**config.mk**
```make
export PLATFORM = sky130hd
export DESIGN_NAME = sun_pll_ctrl
export DESIGN_NICKNAME = d
export VERILOG_FILES = /design/src/rtl/sun_pll_pkg.sv /design/src/rtl/sun_pll_fcnt.sv /design/src/rtl/sun_pll_ctrl.sv
export SDC_FILE = /design/constraint.sdc
export NUM_CORES = 1
export LEC_CHECK = 0
export ABC_AREA = 1
export BUFFER_PORTS_ARGS = -buffer_cell sky130_fd_sc_hd__clkbuf_2
export CORE_MARGIN = 2
export CORE_UTILIZATION = 45
export CTS_CLUSTER_SIZE = 24
export DETAILED_ROUTE_END_ITERATION = 12
export SYNTH_ARGS = -nofsm -noshare
export SYNTH_HDL_FRONTEND = slang
export SYNTH_HIERARCHICAL = 1
export SYNTH_SLANG_ARGS = --single-unit
```
**constraint.sdc**
```tcl
create_clock -name CK_REF -period 3.1 [get_ports CK_REF]
set_input_delay 0.155 -clock CK_REF [delete_from_list [all_inputs] [get_ports CK_REF]]
set_output_delay 0.155 -clock CK_REF [all_outputs]
set_load 0.03 [all_outputs]
```
**src/rtl/sun_pll_pkg.sv**
```systemverilog
// Shared types and constants for the SUN PLL lock controller.
package sun_pll_pkg;

  typedef enum logic [2:0] {
    ST_OFF,
    ST_SETTLE,
    ST_ACQ,
    ST_LOCK,
    ST_FAIL
  } pll_state_t;

  localparam int unsigned CNT_W     = 11;  // edge counter / FREQ_CNT width
  localparam int unsigned WIN_CNT_W = 10;  // window position counter, up to 1024 cycles
  localparam logic [CNT_W-1:0] CNT_MAX = '1;
  localparam int unsigned GOOD_RUN  = 4;   // consecutive good windows to lock
  localparam int unsigned BAD_RUN   = 2;   // consecutive bad windows to unlock

  function automatic int unsigned abs_diff(input logic [CNT_W-1:0] cnt,
                                           input int unsigned ref_val);
    int unsigned c;
    c = 32'(cnt);
    return (c > ref_val) ? c - ref_val : ref_val - c;
  endfunction

endpackage

```
**src/rtl/sun_pll_fcnt.sv**
```systemverilog
// Feedback-toggle window counter: synchronizer, edge detect, per-window
// edge count and good/bad classification of the closing window.
module sun_pll_fcnt
  import sun_pll_pkg::*;
#(
  parameter int unsigned WIN_LEN    = 256,
  parameter int unsigned EXP_CNT    = 32,
  parameter int unsigned TOL_LOCK   = 1,
  parameter int unsigned TOL_UNLOCK = 3
) (
  input  logic             clk,
  input  logic             rstn,
  input  logic             run,
  input  logic             fb_tgl,
  output logic             win_end,
  output logic             win_good,
  output logic             win_bad,
  output logic [CNT_W-1:0] freq_cnt
);

  logic [2:0]           sync_q;
  logic                 fb_edge;
  logic [WIN_CNT_W-1:0] win_cnt;
  logic [CNT_W-1:0]     edge_cnt;
  logic [CNT_W-1:0]     cnt_next;
  int unsigned          err_abs;

  assign fb_edge = sync_q[2] ^ sync_q[1];

  // Classification uses cnt_next so an edge in the closing cycle is counted.
  always_comb begin
    cnt_next = edge_cnt;
    if (fb_edge && (edge_cnt != CNT_MAX)) cnt_next = edge_cnt + CNT_W'(1);
    err_abs  = abs_diff(cnt_next, EXP_CNT);
    win_end  = run && (win_cnt == WIN_CNT_W'(WIN_LEN - 1));
    win_good = (err_abs <= TOL_LOCK);
    win_bad  = (err_abs > TOL_UNLOCK);
  end

  always_ff @(posedge clk) begin
    if (!rstn) begin
      sync_q   <= '0;
      win_cnt  <= '0;
      edge_cnt <= '0;
      freq_cnt <= '0;
    end else begin
      sync_q <= {sync_q[1:0], fb_tgl};
      if (!run) begin
        win_cnt  <= '0;
        edge_cnt <= '0;
      end else if (win_end) begin
        freq_cnt <= cnt_next;
        win_cnt  <= '0;
        edge_cnt <= '0;
      end else begin
        win_cnt  <= win_cnt + WIN_CNT_W'(1);
        edge_cnt <= cnt_next;
      end
    end
  end

endmodule

```
**src/rtl/sun_pll_ctrl.sv**
```systemverilog
// SUN PLL power-up / frequency-lock controller: settle, acquire, lock,
// timeout; outputs registered from the next state.
module sun_pll_ctrl
  import sun_pll_pkg::*;
#(
  parameter int unsigned WIN_LEN    = 256,
  parameter int unsigned EXP_CNT    = 32,
  parameter int unsigned TOL_LOCK   = 1,
  parameter int unsigned TOL_UNLOCK = 3,
  parameter int unsigned SETTLE     = 64,
  parameter int unsigned MAX_WIN    = 64
) (
  input  logic             CK_REF,
  input  logic             RSTN,
  input  logic             EN,
  input  logic             FB_TGL,
  output logic             PWRUP_1V8,
  output logic             LOCKED,
  output logic             CK_EN,
  output logic             ERR,
  output logic [CNT_W-1:0] FREQ_CNT
);

  localparam int unsigned SET_W = $clog2(SETTLE + 1);
  localparam int unsigned WN_W  = $clog2(MAX_WIN + 1);

  pll_state_t       state_q, state_d;
  logic [SET_W-1:0] settle_q, settle_d;
  logic [WN_W-1:0]  nwin_q, nwin_d;
  logic [2:0]       good_q, good_d;
  logic             bad_q, bad_d;
  logic             pwrup_d, lock_d, err_d;
  logic             run, win_end, win_good, win_bad;

  assign run   = (state_q == ST_ACQ) || (state_q == ST_LOCK);
  assign CK_EN = LOCKED;

  sun_pll_fcnt #(
    .WIN_LEN   (WIN_LEN),
    .EXP_CNT   (EXP_CNT),
    .TOL_LOCK  (TOL_LOCK),
    .TOL_UNLOCK(TOL_UNLOCK)
  ) u_fcnt (
    .clk     (CK_REF),
    .rstn    (RSTN),
    .run     (run),
    .fb_tgl  (FB_TGL),
    .win_end (win_end),
    .win_good(win_good),
    .win_bad (win_bad),
    .freq_cnt(FREQ_CNT)
  );

  always_comb begin
    state_d  = state_q;
    settle_d = '0;
    nwin_d   = nwin_q;
    good_d   = good_q;
    bad_d    = bad_q;
    if (!EN) begin
      state_d = ST_OFF;
      nwin_d  = '0;
      good_d  = '0;
      bad_d   = 1'b0;
    end else begin
      unique case (state_q)
        ST_OFF:    state_d = ST_SETTLE;
        ST_SETTLE: begin
          if (settle_q == SET_W'(SETTLE - 1)) begin
            state_d = ST_ACQ;
            nwin_d  = '0;
            good_d  = '0;
          end else begin
            settle_d = settle_q + SET_W'(1);
          end
        end
        ST_ACQ: begin
          if (win_end) begin
            nwin_d = nwin_q + WN_W'(1);
            good_d = win_good ? good_q + 3'd1 : 3'd0;
            // A window completing the good streak locks even if it is also the last allowed.
            if (win_good && (good_q == 3'(GOOD_RUN - 1))) begin
              state_d = ST_LOCK;
              good_d  = '0;
              bad_d   = 1'b0;
            end else if (nwin_q == WN_W'(MAX_WIN - 1)) begin
              state_d = ST_FAIL;
            end
          end
        end
        ST_LOCK: begin
          if (win_end) begin
            if (!win_bad) begin
              bad_d = 1'b0;
            end else if (bad_q) begin
              state_d = ST_ACQ;
              bad_d   = 1'b0;
              good_d  = '0;
              nwin_d  = '0;
            end else begin
              bad_d = 1'b1;
            end
          end
        end
        ST_FAIL:   state_d = ST_FAIL;
        default:   state_d = ST_OFF;
      endcase
    end
    pwrup_d = (state_d == ST_SETTLE) || (state_d == ST_ACQ) || (state_d == ST_LOCK);
    lock_d  = (state_d == ST_LOCK);
    err_d   = (state_d == ST_FAIL);
  end

  always_ff @(posedge CK_REF) begin
    if (!RSTN) begin
      state_q   <= ST_OFF;
      settle_q  <= '0;
      nwin_q    <= '0;
      good_q    <= '0;
      bad_q     <= 1'b0;
      PWRUP_1V8 <= 1'b0;
      LOCKED    <= 1'b0;
      ERR       <= 1'b0;
    end else begin
      state_q   <= state_d;
      settle_q  <= settle_d;
      nwin_q    <= nwin_d;
      good_q    <= good_d;
      bad_q     <= bad_d;
      PWRUP_1V8 <= pwrup_d;
      LOCKED    <= lock_d;
      ERR       <= err_d;
    end
  end

endmodule

```
=== After elaboration in Yosys (flattened, before gate mapping) ===
Cells that the tools add are included.
Widths: inputs -> output; s select.

* $add $sub $neg: 7
* Multipliers: 0
* Divide/modulo/power cells: 0
* $lt $le $gt $ge: 3
* Eq/ne operators: 19
* Shifts and indexed selects: 0
* Multiplexer cells: 31
* Bitwise logic cells: 5
* Reductions and logical operators: 15

{| class="wikitable"
|+ Operators by type and width
! cell !! count
|-
| $mux 3 || 15
|-
| $mux 7 || 5
|-
| $gt 32x2->1 const B || 1
|-
| $le 32x1->1 const B || 1
|-
| $mux 32 || 1
|-
| $pmux 7 s3 || 1
|-
| $eq 3x2->1 const B || 5
|-
| $pmux 3 s5 || 1
|-
| $add 7x1->7 const B || 2
|-
| $eq 7x6->1 const B || 2
|-
| $sub 11x6->12 const B || 1
|-
| $sub 6x11->12 const A || 1
|-
| $add 11x1->11 const B || 1
|-
| $gt 11x6->1 const B || 1
|-
| $mux 11 || 1
|-
| $ne 11x11->1 const B || 1
|-
| $add 10x1->10 const B || 1
|-
| $eq 10x8->1 const B || 1
|-
| $pmux 3 s3 || 1
|-
| $eq 3x1->1 const B || 2
|-
| $eq 3x3->1 const B || 2
|-
| $ne 2x1->1 const B || 3
|-
| $ne 2x2->1 const B || 3
|-
| $reduce_and 6->1 || 1
|-
| 14 further kinds || 26
|}

* Bits in registers: 59
* Latch bits: 0
* Memory bits (writable): 0
* Bits in read-only memories: 0
* Output and inout bits: 15
* Logic and storage cells: 92
* Memories kept: 0

=== Logic depth before layout (Yosys ltp) ===
Gate-level depths: netlist of run 1.

* Depth after elaboration: 14
* Depth in mapped cells: 28
* Depth with buffers taken out: 28

=== Hierarchy ===
The synthesis of run 1 kept the hierarchy.

{| class="wikitable"
|+ By module, submodules not included
! module !! instances !! cells each !! area each (um2) !! sequential area each (um2)
|-
| sun_pll_fcnt || 1 || 308 || 2,078.2 || 700.7
|-
| sun_pll_ctrl || 1 || 176 || 1,217.4 || 480.5
|}

=== Worst setup path after synthesis of run 1 ===
OpenSTA, ideal clock, no wires.

* Path kind: register to register
* Start: register u_fcnt.edge_cnt[0]
* End: register LOCKED, in the netlist CK_EN
* Setup time: 0.078 ns
* Arrival: 2.894 ns
* Required time: 3.022 ns
* Path slack: 0.128 ns
* Cell stages (with the launch flop): 26
* Cells stage by stage: dfxtp_1 ha_1 nand2_2 nor2_4 nand3_4 nand2_2 buf_6 nand2_1 nand2_4 ha_1 inv_1 nor3_1 nand2_1 nand2_1 nand2_1 o21ai_0 nand2_1 nor2_2 inv_2 nor2_2 nand2_1 o21ai_0 nand2_1 nand3_1 nand2_1 nor3_1

* Cells in the longest elaborated chain, start to end: 12
* Elaborated cells on any way between the ends: 18

{| class="wikitable"
|+ Ends and longest elaborated chain
! element !! line !! RTL
|-
| start: declaration || sun_pll_fcnt.sv:24 || <nowiki>logic [CNT_W-1:0] edge_cnt;</nowiki>
|-
| start signal: assignment || sun_pll_fcnt.sv:57 || <nowiki>edge_cnt <= cnt_next;</nowiki>
|-
| branches (longest 2 deep; another with $add 11x1->11) || -- ||
|-
| $mux 11 * || sun_pll_fcnt.sv:33 || <nowiki>if (fb_edge && (edge_cnt != CNT_MAX)) cnt_next = edge_cnt + CNT_W'(1);</nowiki>
|-
| $sub 6x11->12 (tied with other cells) || sun_pll_pkg.sv:22 || <nowiki>return (c > ref_val) ? c - ref_val : ref_val - c;</nowiki>
|-
| $mux 32 * || sun_pll_pkg.sv:22 ||
|-
| $le 32x1->1 * || sun_pll_fcnt.sv:36 || <nowiki>win_good = (err_abs <= TOL_LOCK);</nowiki>
|-
| net win_good || sun_pll_ctrl.sv:33 || <nowiki>logic run, win_end, win_good, win_bad;</nowiki>
|-
| $logic_and 1x1->1 * || sun_pll_ctrl.sv:82 || <nowiki>if (win_good && (good_q == 3'(GOOD_RUN - 1))) begin</nowiki>
|-
| $mux 3 * || sun_pll_ctrl.sv:82 ||
|-
| $mux 3 * || sun_pll_ctrl.sv:78 || <nowiki>if (win_end) begin</nowiki>
|-
| $pmux 3 s5 * || sun_pll_ctrl.sv:66 || <nowiki>unique case (state_q)</nowiki>
|-
| $mux 3 * || sun_pll_ctrl.sv:60 || <nowiki>if (!EN) begin</nowiki>
|-
| $eq 3x2->1 * || sun_pll_ctrl.sv:110 || <nowiki>lock_d = (state_d == ST_LOCK);</nowiki>
|-
| end signal: assignment || sun_pll_ctrl.sv:131 || <nowiki>LOCKED <= lock_d;</nowiki>
|-
| end: declaration || sun_pll_ctrl.sv:18 || <nowiki>output logic LOCKED,</nowiki>
|}

Mark *: on every way through the listed nets, which the timed path passes.
A chain may end at the register's enable or synchronous reset.

=== Worst setup path in the final report of run 1 ===
* Start: register u_fcnt.edge_cnt[1]
* End: register PWRUP_1V8

* Cells in the longest elaborated chain, start to end: 14
* Elaborated cells on any way between the ends: 22

{| class="wikitable"
|+ Ends and longest elaborated chain
! element !! line !! RTL
|-
| branches (longest 2 deep; another with $add 11x1->11) || -- ||
|-
| $mux 11 * || sun_pll_fcnt.sv:33 ||
|-
| $sub 6x11->12 (tied with other cells) || sun_pll_pkg.sv:22 ||
|-
| $mux 32 * || sun_pll_pkg.sv:22 ||
|-
| $le 32x1->1 * || sun_pll_fcnt.sv:36 ||
|-
| net win_good || sun_pll_ctrl.sv:33 ||
|-
| $logic_and 1x1->1 * || sun_pll_ctrl.sv:82 ||
|-
| $mux 3 * || sun_pll_ctrl.sv:82 ||
|-
| $mux 3 * || sun_pll_ctrl.sv:78 ||
|-
| $pmux 3 s5 * || sun_pll_ctrl.sv:66 ||
|-
| $mux 3 * || sun_pll_ctrl.sv:60 ||
|-
| $eq 3x1->1 / $eq 3x2->1 (equally long branches) || sun_pll_ctrl.sv:109 || <nowiki>pwrup_d = (state_d == ST_SETTLE) || (state_d == ST_ACQ) || (state_d == ST_LOCK);</nowiki>
|-
| $logic_or 1x1->1 || sun_pll_ctrl.sv:109 ||
|-
| $logic_or 1x1->1 * || sun_pll_ctrl.sv:109 ||
|-
| end signal: assignment || sun_pll_ctrl.sv:130 || <nowiki>PWRUP_1V8 <= pwrup_d;</nowiki>
|-
| end: declaration || sun_pll_ctrl.sv:17 || <nowiki>output logic PWRUP_1V8,</nowiki>
|}

Marked as above.

==> impl_summary.txt, run 1 <==
----------------------------------------------------
[Drt]
  Detailed-route via count ... 3125
  Post-DR wirelength/cell ... 12.36 um
  Antenna viol nets, final ... 0
  Final wirelength ... 7861 um
  Detailed-routing iteration count for the pre-antenna-repair pass ... 5
  Vias per Instance ... 4.914
  Initial detailed-routing violation count ... 196
  Remaining design rule violation count ... 0

[Worst hold path]
  Worst hold stages ... 3
  Worst Min Path Start ... EN
  Worst hold path class ... in2reg

[Synthesis]
  Fraction of post-synthesis cell area in the top cell type by area ... 0.3584
  Synthesized area divided by synthesized cell count ... 6.809 um2
  Unique cell type count in the Yosys netlist ... 35
  Largest area contributor in the synthesized netlist ... dfxtp_1
  Dominant synthesized flop cell ... dfxtp_1
  Gate Count Post-Synth ... 484
  Sequential cell area fraction in the yosys report ... 0.3584
  Synth warn ... 6
  Synth cell count leaders ... 130 x nand2_1, 64 x inv_1, 59 x dfxtp_1, 59 x nor2_1, 34 x nand3_1
  Flip-flop and latch count after synthesis ... 59
  Cell with the most instances after synthesis ... nand2_1
  EDFF count, synth ... 0
  Mapped Nets ... 496
  Post-Syn Area ... 0.003296 mm2
  Share of async-settable or async-resettable flops after synthesis ... 0
  Top cells by area in the synthesized netlist ... dfxtp_1 36%, nand2_1 15%, inv_1 7.3%

[CTS]
  H-tree depth ... 3
  Clk root buf ... clkbuf_8
  CTS tree ... yes
  Clock-pin slew on the worst setup and hold paths ... 0.07 ns
  Number of clock buffers inserted by TritonCTS ... 9
  Clock sink count ... 59
  Number of buffers on the longest clock path ... 2
  Skew-Pair Late Insertion Delay ... 0.34 ns

[Layout]
  Fraction of layout instances using a drive strength above 1 ... 0.2626
  Non-filler instance count after layout ... 636
  Antenna cells ... 0
  Final design area excluding fillers ... 0.004134 mm2
  Post-synthesis to final-layout area growth ... 25.44%
  Nets@finish ... 544

[Floorplan]
  Die Area ... 0.008025 mm2
  Rows ... 31
  Area of the core ... 0.007176 mm2
  Die Span X ... 89.58 um
  Io pins ... 19
  Starting density of the core ... 0.4593
  Vert. Die Dim ... 89.58 um

[Placed design]
  Detailed Place HPWL ... 5354 um
  Dpl ws ... -0.02708 ns
  Routability Congestion ... 0.8924
  Port Buf Inserts ... 18
  Post-placement cell area ... 0.003582 mm2
  Cell total after placement ... 608

[Timing]
  Period utilization ... 0.9434
  Total Neg Setup Slack ... 0 ns
  Final hold vios ... 0
  Setup clock skew after layout ... 0.005718 ns
  Total of endpoints with negative setup slack in the final report ... 0
  Clock period minus final worst setup slack ... 2.924 ns
  Maximum achievable frequency ... 0.3419 GHz
  Tightest Pin Transition ... 0.4704 ns
  Final Slew Violations ... 0
  Headroom to the max-slew limit ... 0.6856
  Setup repair after global routing missed its margin ... yes
  Min setup slack post-route ... 0.1756 ns

[Run]
  # Max-Cap Violations ... 0

[Worst setup path]
  Worst stage delay on the critical path ... 0.37 ns
  Family with the most delay on the worst path ... simple AND/OR/NAND/NOR gates
  Number of buffers and inverters on the critical path ... 3
  Worst EP arrival ... 3.20 ns
  WS Path Type ... reg2reg
  Crit path max fanout ... 8
  Cell count along the critical path ... 25
  Nature of the critical path startpoint ... register
  Worst R2R Path Depth ... 25
  Crit. Startpoint ... u_fcnt/edge_cnt[1]$_SDFF_PP0_
  Most common cell type on the critical path ... nand2_2
  Critical R2R Launch ... u_fcnt/edge_cnt[1]$_SDFF_PP0_
  Required time of the critical path ... 3.38 ns
  Sort of element at the end of the critical path ... register
  Slowest library cell on the worst path ... dfxtp_2

[Power]
  Static Leakage ... 1.830 nW
  Areal power density over the cells ... 378.5 mW/mm2
  VDD IR-drop max ... 348.1 uV
  Post-layout power ... 1.565 mW

[Global route]
  GRT Overall Usage ... 0.1980
  Initial antenna violation count ... 0
  Overflow after GRT ... 0
  Maximum number of pins on one net before global-route repair ... 23
  Global-route wire length before repair ... 12100 um
  Via count of the first global-routing pass ... 2577

[Outcome]
  Result of the run ... finished clean

----------------------------------------------------
-- placed cells by master (no fill, tap or decap), types with 4 or more instances in the layout --
cell      count
a21oi_2       4
dfxtp_1      54
nand3_2       7
nor2_4        9
inv_1        63
nand2_2      21
buf_4        23
clkbuf_8     10
nand3_4       4
nor2_1       56
dfxtp_2       5
nand2_4       9
nand2_1     119
clkbuf_2     18
o21ai_0       7
xor2_1        9
nor3_2        4
a21oi_1      11
nand3_1      26
nor2_2        6
nand4_1      10
ha_1          5
o211ai_1     11
nor3_1        5
-- registers in the layout, summed over array words and instances, names as in the netlist, 3 cells and up --
register / cells
nwin_q: 7
u_fcnt/sync_q: 3
good_q: 3
settle_q: 7
u_fcnt/edge_cnt: 11
u_fcnt/win_cnt: 10
state_q: 3
u_fcnt/freq_cnt: 11
-- kinds of logic after synthesis --
logic type	Yosys count	synth area share
xor gates and xnor gates	11	0.02924
buffers and inverters	79	0.09795
DFF	59	0.3584
and+or+nand+nor	283	0.4005
adders and majority gates	8	0.03037
AOI/OAI and AO/OA	44	0.08353
-- layer usage --
layer,GRT usage,wire length [um]
met5,0,0
met4,0.07463,107
met3,0.04936,388
met2,0.2801,3415
met1,0.2889,3951
-- worst reg2reg max path: stages, from the launching register on --
cell     delay, ns
dfxtp_2       0.37
ha_4          0.15
nand2_2       0.06
nor2_4        0.11
nand3_4       0.15
buf_4         0.19
nand2_4       0.07
buf_4         0.10
nand2_1       0.06
nand2_2       0.13
inv_4         0.07
nand2_1       0.07
nor2_1        0.04
nand3_1       0.08
nand2_2       0.09
nand2_1       0.07
nand4_1       0.10
nor2_2        0.17
nand2_2       0.08
nor2_4        0.14
nand2_4       0.07
o21ai_2       0.12
nand2_1       0.09
nand3_2       0.08
nand2_2       0.08
a21oi_2       0.12
-- stage by stage --
| step | hold slack, ns | util |
|---|---|---|
| finish | 0.1060 | 0.5761 |
| global route | 0.1014 | 0.5761 |
| CTS | 0.1074 | 0.5283 |
| detailed placement | 0.3461 | 0.4992 |
| global placement | 0.3431 | 0.4992 |
| floorplan | 0.2526 | - |
-- layout make-up --
class / instances / area [um2]
fill: 658 / 3042
clock buffer: 11 / 141.4
clock inverter: 5 / 52.55
timing repair buffer: 46 / 326.6
tap: 99 / 123.9
multi-input combinational: 348 / 2042
inverter: 68 / 260.3
sequential: 59 / 1187
-- final timing paths --
| path | to | slack, ns |
|---|---|---|
| max | PWRUP_1V8$_SDFF_PN0_ | 0.18 |
| min | CK_EN$_SDFF_PN0_ | 0.11 |
| max reg2reg | PWRUP_1V8$_SDFF_PN0_ | 0.18 |
| min reg2reg | u_fcnt/sync_q[1]$_SDFF_PN0_ | 0.42 |
-- power by group --
group / internal [mW] / switching (mW) / total, mW
combinational: 0.0360 / 0.0620 / 0.0979
clock: 0.389 / 0.315 / 0.703
sequential: 0.761 / 0.00217 / 0.763
-- timing repair --
action                                  4_1_cts  5_1_grt
endpoints found under the hold margin         1        0
cloned                                        0        2
gates resized for setup                       1       62
setup buffers                                 0        9
endpoints found under the setup margin        9       17
pin swaps                                     0       24
hold buffers                                  1        0
Note: power is estimated with default switching activity, not from simulation.
==> run 2, diff against run 1 <==
--- a/config.mk
+++ b/config.mk
@@ -5,7 +5,7 @@
 export SDC_FILE = /design/constraint.sdc
 export NUM_CORES = 1
 export LEC_CHECK = 0
-export ABC_AREA = 1
+export ABC_AREA = 0
 export BUFFER_PORTS_ARGS = -buffer_cell sky130_fd_sc_hd__clkbuf_2
 export CORE_MARGIN = 2
 export CORE_UTILIZATION = 45
==> run 2 against run 1 <==
Net effect:
- setup slack got worse by 0.34 ns
- sequential share of layout area grew 1.5 points
- utilization rose by 9.1 points
- maximum frequency decreased by 10%
- clock skew increased by 0.0047 ns
- global-route usage up 0.58 points
- synthesized cell count is 33% lower
- clock power decreased by 9.5%
- non-clock buffer count rose by 34
- the flow now finishes with violations (negative setup slack)
- total power shrank 6.5%
- die area is 13% lower
- area after synthesis shrank 14%
==> impl_summary.txt, run 2 <==
----------------------------------------------------
[Outcome]
  Result of the run ... complete, but fails checks
  Violated checks ... negative setup slack

[Drt]
  Detailed-routing iteration count for the pre-antenna-repair pass ... 4 (-1)
  Initial detailed-routing violation count ... 126 (-36%)
  Vias per Instance ... 5.347 (+8.8%)
  Final wirelength ... 7018 um (-11%)
  Antenna viol nets, final ... 0 (unchanged)
  Detailed-route via count ... 2604 (-17%)
  Post-DR wirelength/cell ... 14.41 um (+17%)
  Remaining design rule violation count ... 0 (unchanged)

[Synthesis]
  Mapped Nets ... 336 (-32%)
  Largest area contributor in the synthesized netlist ... dfxtp_1
  Top cells by area in the synthesized netlist ... dfxtp_1 42%, nor2_1 5.7%, nand2_1 4.2%
  Share of async-settable or async-resettable flops after synthesis ... 0 (unchanged)
  Fraction of post-synthesis cell area in the top cell type by area ... 0.4170 (+0.05857)
  Synthesized area divided by synthesized cell count ... 8.743 um2 (+28%)
  Dominant synthesized flop cell ... dfxtp_1
  Flip-flop and latch count after synthesis ... 59 (unchanged)
  Synth cell count leaders ... 59 x dfxtp_1, 43 x nor2_1, 32 x nand2_1, 15 x inv_1, 14 x nand3_1
  EDFF count, synth ... 0 (unchanged)
  Cell with the most instances after synthesis ... dfxtp_1
  Sequential cell area fraction in the yosys report ... 0.4170 (+0.05857)
  Gate Count Post-Synth ... 324 (-33%)
  Synth warn ... 6 (unchanged)
  Post-Syn Area ... 0.002833 mm2 (-14%)
  Unique cell type count in the Yosys netlist ... 57 (+63%)

[Worst setup path]
  Crit path max fanout ... 7 (-1)
  Critical R2R Launch ... u_fcnt/edge_cnt[5]$_SDFF_PP0_
  Worst R2R Setup Slack ... -0.16 ns (-0.34 ns)
  Required time of the critical path ... 3.37 ns (about the same)
  Worst R2R Path Depth ... 14 (-44%)
  Nature of the critical path startpoint ... register
  WS Path Type ... reg2reg
  Sort of element at the end of the critical path ... register
  Worst reg2reg endpoint ... nwin_q[5]$_SDFFE_PN0P_
  Worst EP arrival ... 3.54 ns (+0.34 ns)

[CTS]
  CTS tree ... yes
  Clk root buf ... clkbuf_8
  H-tree depth ... 3 (unchanged)
  Post-CTS Hold Buffers ... 0 (-1)
  Number of buffers on the longest clock path ... 2 (unchanged)
  Skew-Pair Late Insertion Delay ... 0.34 ns (about the same)
  Clock sink count ... 59 (unchanged)
  Number of clock buffers inserted by TritonCTS ... 9 (unchanged)
  Clock-pin slew on the worst setup and hold paths ... 0.07 ns (about the same)

[Power]
  Clock power share ... 0.435 (-0.015)
  Post-layout power ... 1.463 mW (-6.5%)
  Seq pwr share ... 0.521 (+0.033)
  Power spent charging and discharging nets ... 344.5 uW (-9.0%)
  Pint ... 1.118 mW (-5.7%)
  VDD IR-drop max ... 314.2 uV (-9.7%)
  Switching share of power ... 0.2355 (-0.006537)
  Areal power density over the cells ... 366.2 mW/mm2 (-3.2%)
  Static Leakage ... 1.584 nW (-13%)
  Combinational share of power ... 0.043 (-0.020)

[Layout]
  Final design area excluding fillers ... 0.003994 mm2 (-3.4%)
  Commonest non-fill, non-tap cell in the layout ... buf_4
  Fraction of layout instances using a drive strength above 1 ... 0.3883 (+0.1258)
  Layout Utilization ... 0.6667 (+0.09056)
  Antenna cells ... 0 (unchanged)
  Post-synthesis to final-layout area growth ... 40.99%
  Non-filler instance count after layout ... 487 (-23%)
  Most used cells in the layout excluding fill and tap cells ... 58 x buf_4, 48 x dfxtp_1, 42 x nor2_1
  Nets@finish ... 419 (-23%)
  Top Registers ... u_fcnt/edge_cnt x11, u_fcnt/freq_cnt x11, u_fcnt/win_cnt x10

[Placed design]
  Detailed Place HPWL ... 4751 um (-11%)
  Cell total after placement ... 456 (-25%)
  Port Buf Inserts ... 18 (unchanged)
  Routability Congestion ... 0.8344 (-6.5%)
  Post-placement cell area ... 0.003438 mm2 (-4.0%)

[Worst hold path]
  Worst hold stages ... 2 (-1)
  Worst Min Path Start ... FB_TGL
  Endpoint of the worst hold path ... u_fcnt/sync_q[0]$_SDFF_PN0_
  Worst hold path class ... in2reg

[Floorplan]
  Starting density of the core ... 0.4728 (+0.01356)
  Io pins ... 19 (unchanged)
  Die Area ... 0.006946 mm2 (-13%)
  Rows ... 28 (-9.7%)
  Area of the core ... 0.005991 mm2 (-17%)
  Vert. Die Dim ... 83.34 um (-7.0%)
  Die Span X ... 83.34 um (-7.0%)

[Timing]
  Setup clock skew after layout ... 0.01038 ns (+0.004658 ns)
  Maximum achievable frequency ... 0.3064 GHz (-10%)
  Total Neg Setup Slack ... -1.065 ns (-1.065 ns)
  Period utilization ... 1.053 (+0.1094)
  Setup repair after global routing missed its margin ... yes
  Min setup slack post-route ... -0.1635 ns (-0.3390 ns)
  Clock period minus final worst setup slack ... 3.263 ns (+0.3390 ns)
  Final Slew Violations ... 0 (unchanged)
  Tightest Pin Transition ... 0.8800 ns (+0.4095 ns)
  Final hold vios ... 0 (unchanged)
  Headroom to the max-slew limit ... 0.4117 (-0.2739)
  Total of endpoints with negative setup slack in the final report ... 15 (+15)

[Global route]
  Maximum number of pins on one net before global-route repair ... 22 (-4.3%)
  Initial antenna violation count ... 0 (unchanged)
  GRT Overall Usage ... 0.2038 (+0.005779)
  Via count of the first global-routing pass ... 2571 (-0.23%)
  Overflow after GRT ... 0 (unchanged)
  Global-route wire length before repair ... 11430 um (-5.5%)

[Run]
  # Max-Cap Violations ... 0 (unchanged)

----------------------------------------------------
run 2: worst max path at each step:
stage / slack [ns] / to / depth (start not counted) / startpoint
global placement: -0.15 / ERR$_SDFF_PN0_ / 14 / u_fcnt/edge_cnt[1]$_SDFF_PP0_
global route: -0.28 / state_q[2]$_SDFF_PN0_ / 14 / u_fcnt/edge_cnt[5]$_SDFF_PP0_
finish: -0.16 / nwin_q[5]$_SDFFE_PN0P_ / 14 / u_fcnt/edge_cnt[5]$_SDFF_PP0_
floorplan: -0.13 / ERR$_SDFF_PN0_ / 14 / u_fcnt/edge_cnt[0]$_SDFF_PP0_
detailed placement: -0.22 / ERR$_SDFF_PN0_ / 13 / u_fcnt/edge_cnt[7]$_SDFF_PP0_
CTS: -0.18 / nwin_q[5]$_SDFFE_PN0P_ / 14 / u_fcnt/edge_cnt[1]$_SDFF_PP0_
run 2: timing repair:
action                                  in CTS  in global routing
setup buffers                                8                  8
endpoints found under the hold margin        0                  0
pin swaps                                   13                 22
resized for setup                           16                 37
endpoints found under the setup margin      16                 16
run 2: metal layers:
layer / global-route usage / wire (um)
met3: 0.05467 / 250
met5: 0 / 0
met4: 0.08942 / 144
met2: 0.3475 / 3510
met1: 0.2395 / 3112
run 2: worst max-delay path: stages, from the launching register on:
cell and delay [ns]:
dfxtp_4 0.34, buf_4 0.14, nand4_1 0.17, o2111a_1 0.32, or2_4 0.28, buf_4 0.14
and3_2 0.18, a22o_2 0.23, nand4b_1 0.17, or3_4 0.18, nand2_4 0.05, a21o_4 0.22
a21o_4 0.23, or4_1 0.41, a21oi_2 0.13
run 2: per-stage QoR:
step                hold slack, ns  setup slack [ns]
detailed placement          0.3701           -0.2224
finish                     0.02047           -0.1635
floorplan                   0.2767           -0.1278
global route               0.02652           -0.2771
CTS                        0.01273           -0.1812
global placement            0.3725           -0.1471
run 2: layout make-up:
type	instances	area, um2
Tap cell	75	93.84
Fill cell	494	1997
Inverter	15	56.30
Multi-Input combinational cell	242	1886
Clock inverter	4	25.02
Clock buffer	12	155.1
Sequential cell	59	1207
Timing Repair Buffer	80	570.5
run 2: logic make-up after synthesis:
kind of cell	synth area share
simple gates	0.2619
compound gates	0.1493
flops	0.4170
buf+inv	0.03312
xor+xnor	0.06758
mux	0.03578
fa+ha+maj	0.03534
run 2: power groups by stage:
stage                     registers, mW  clock network [mW]  logic [mW]
after floorplan                   0.779                   0      0.0319
after global placement            0.780                   0      0.0445
after detailed placement          0.780                   0      0.0446
after CTS                         0.763               0.652      0.0543
after global routing              0.763               0.684      0.0682
final                             0.763               0.636      0.0636
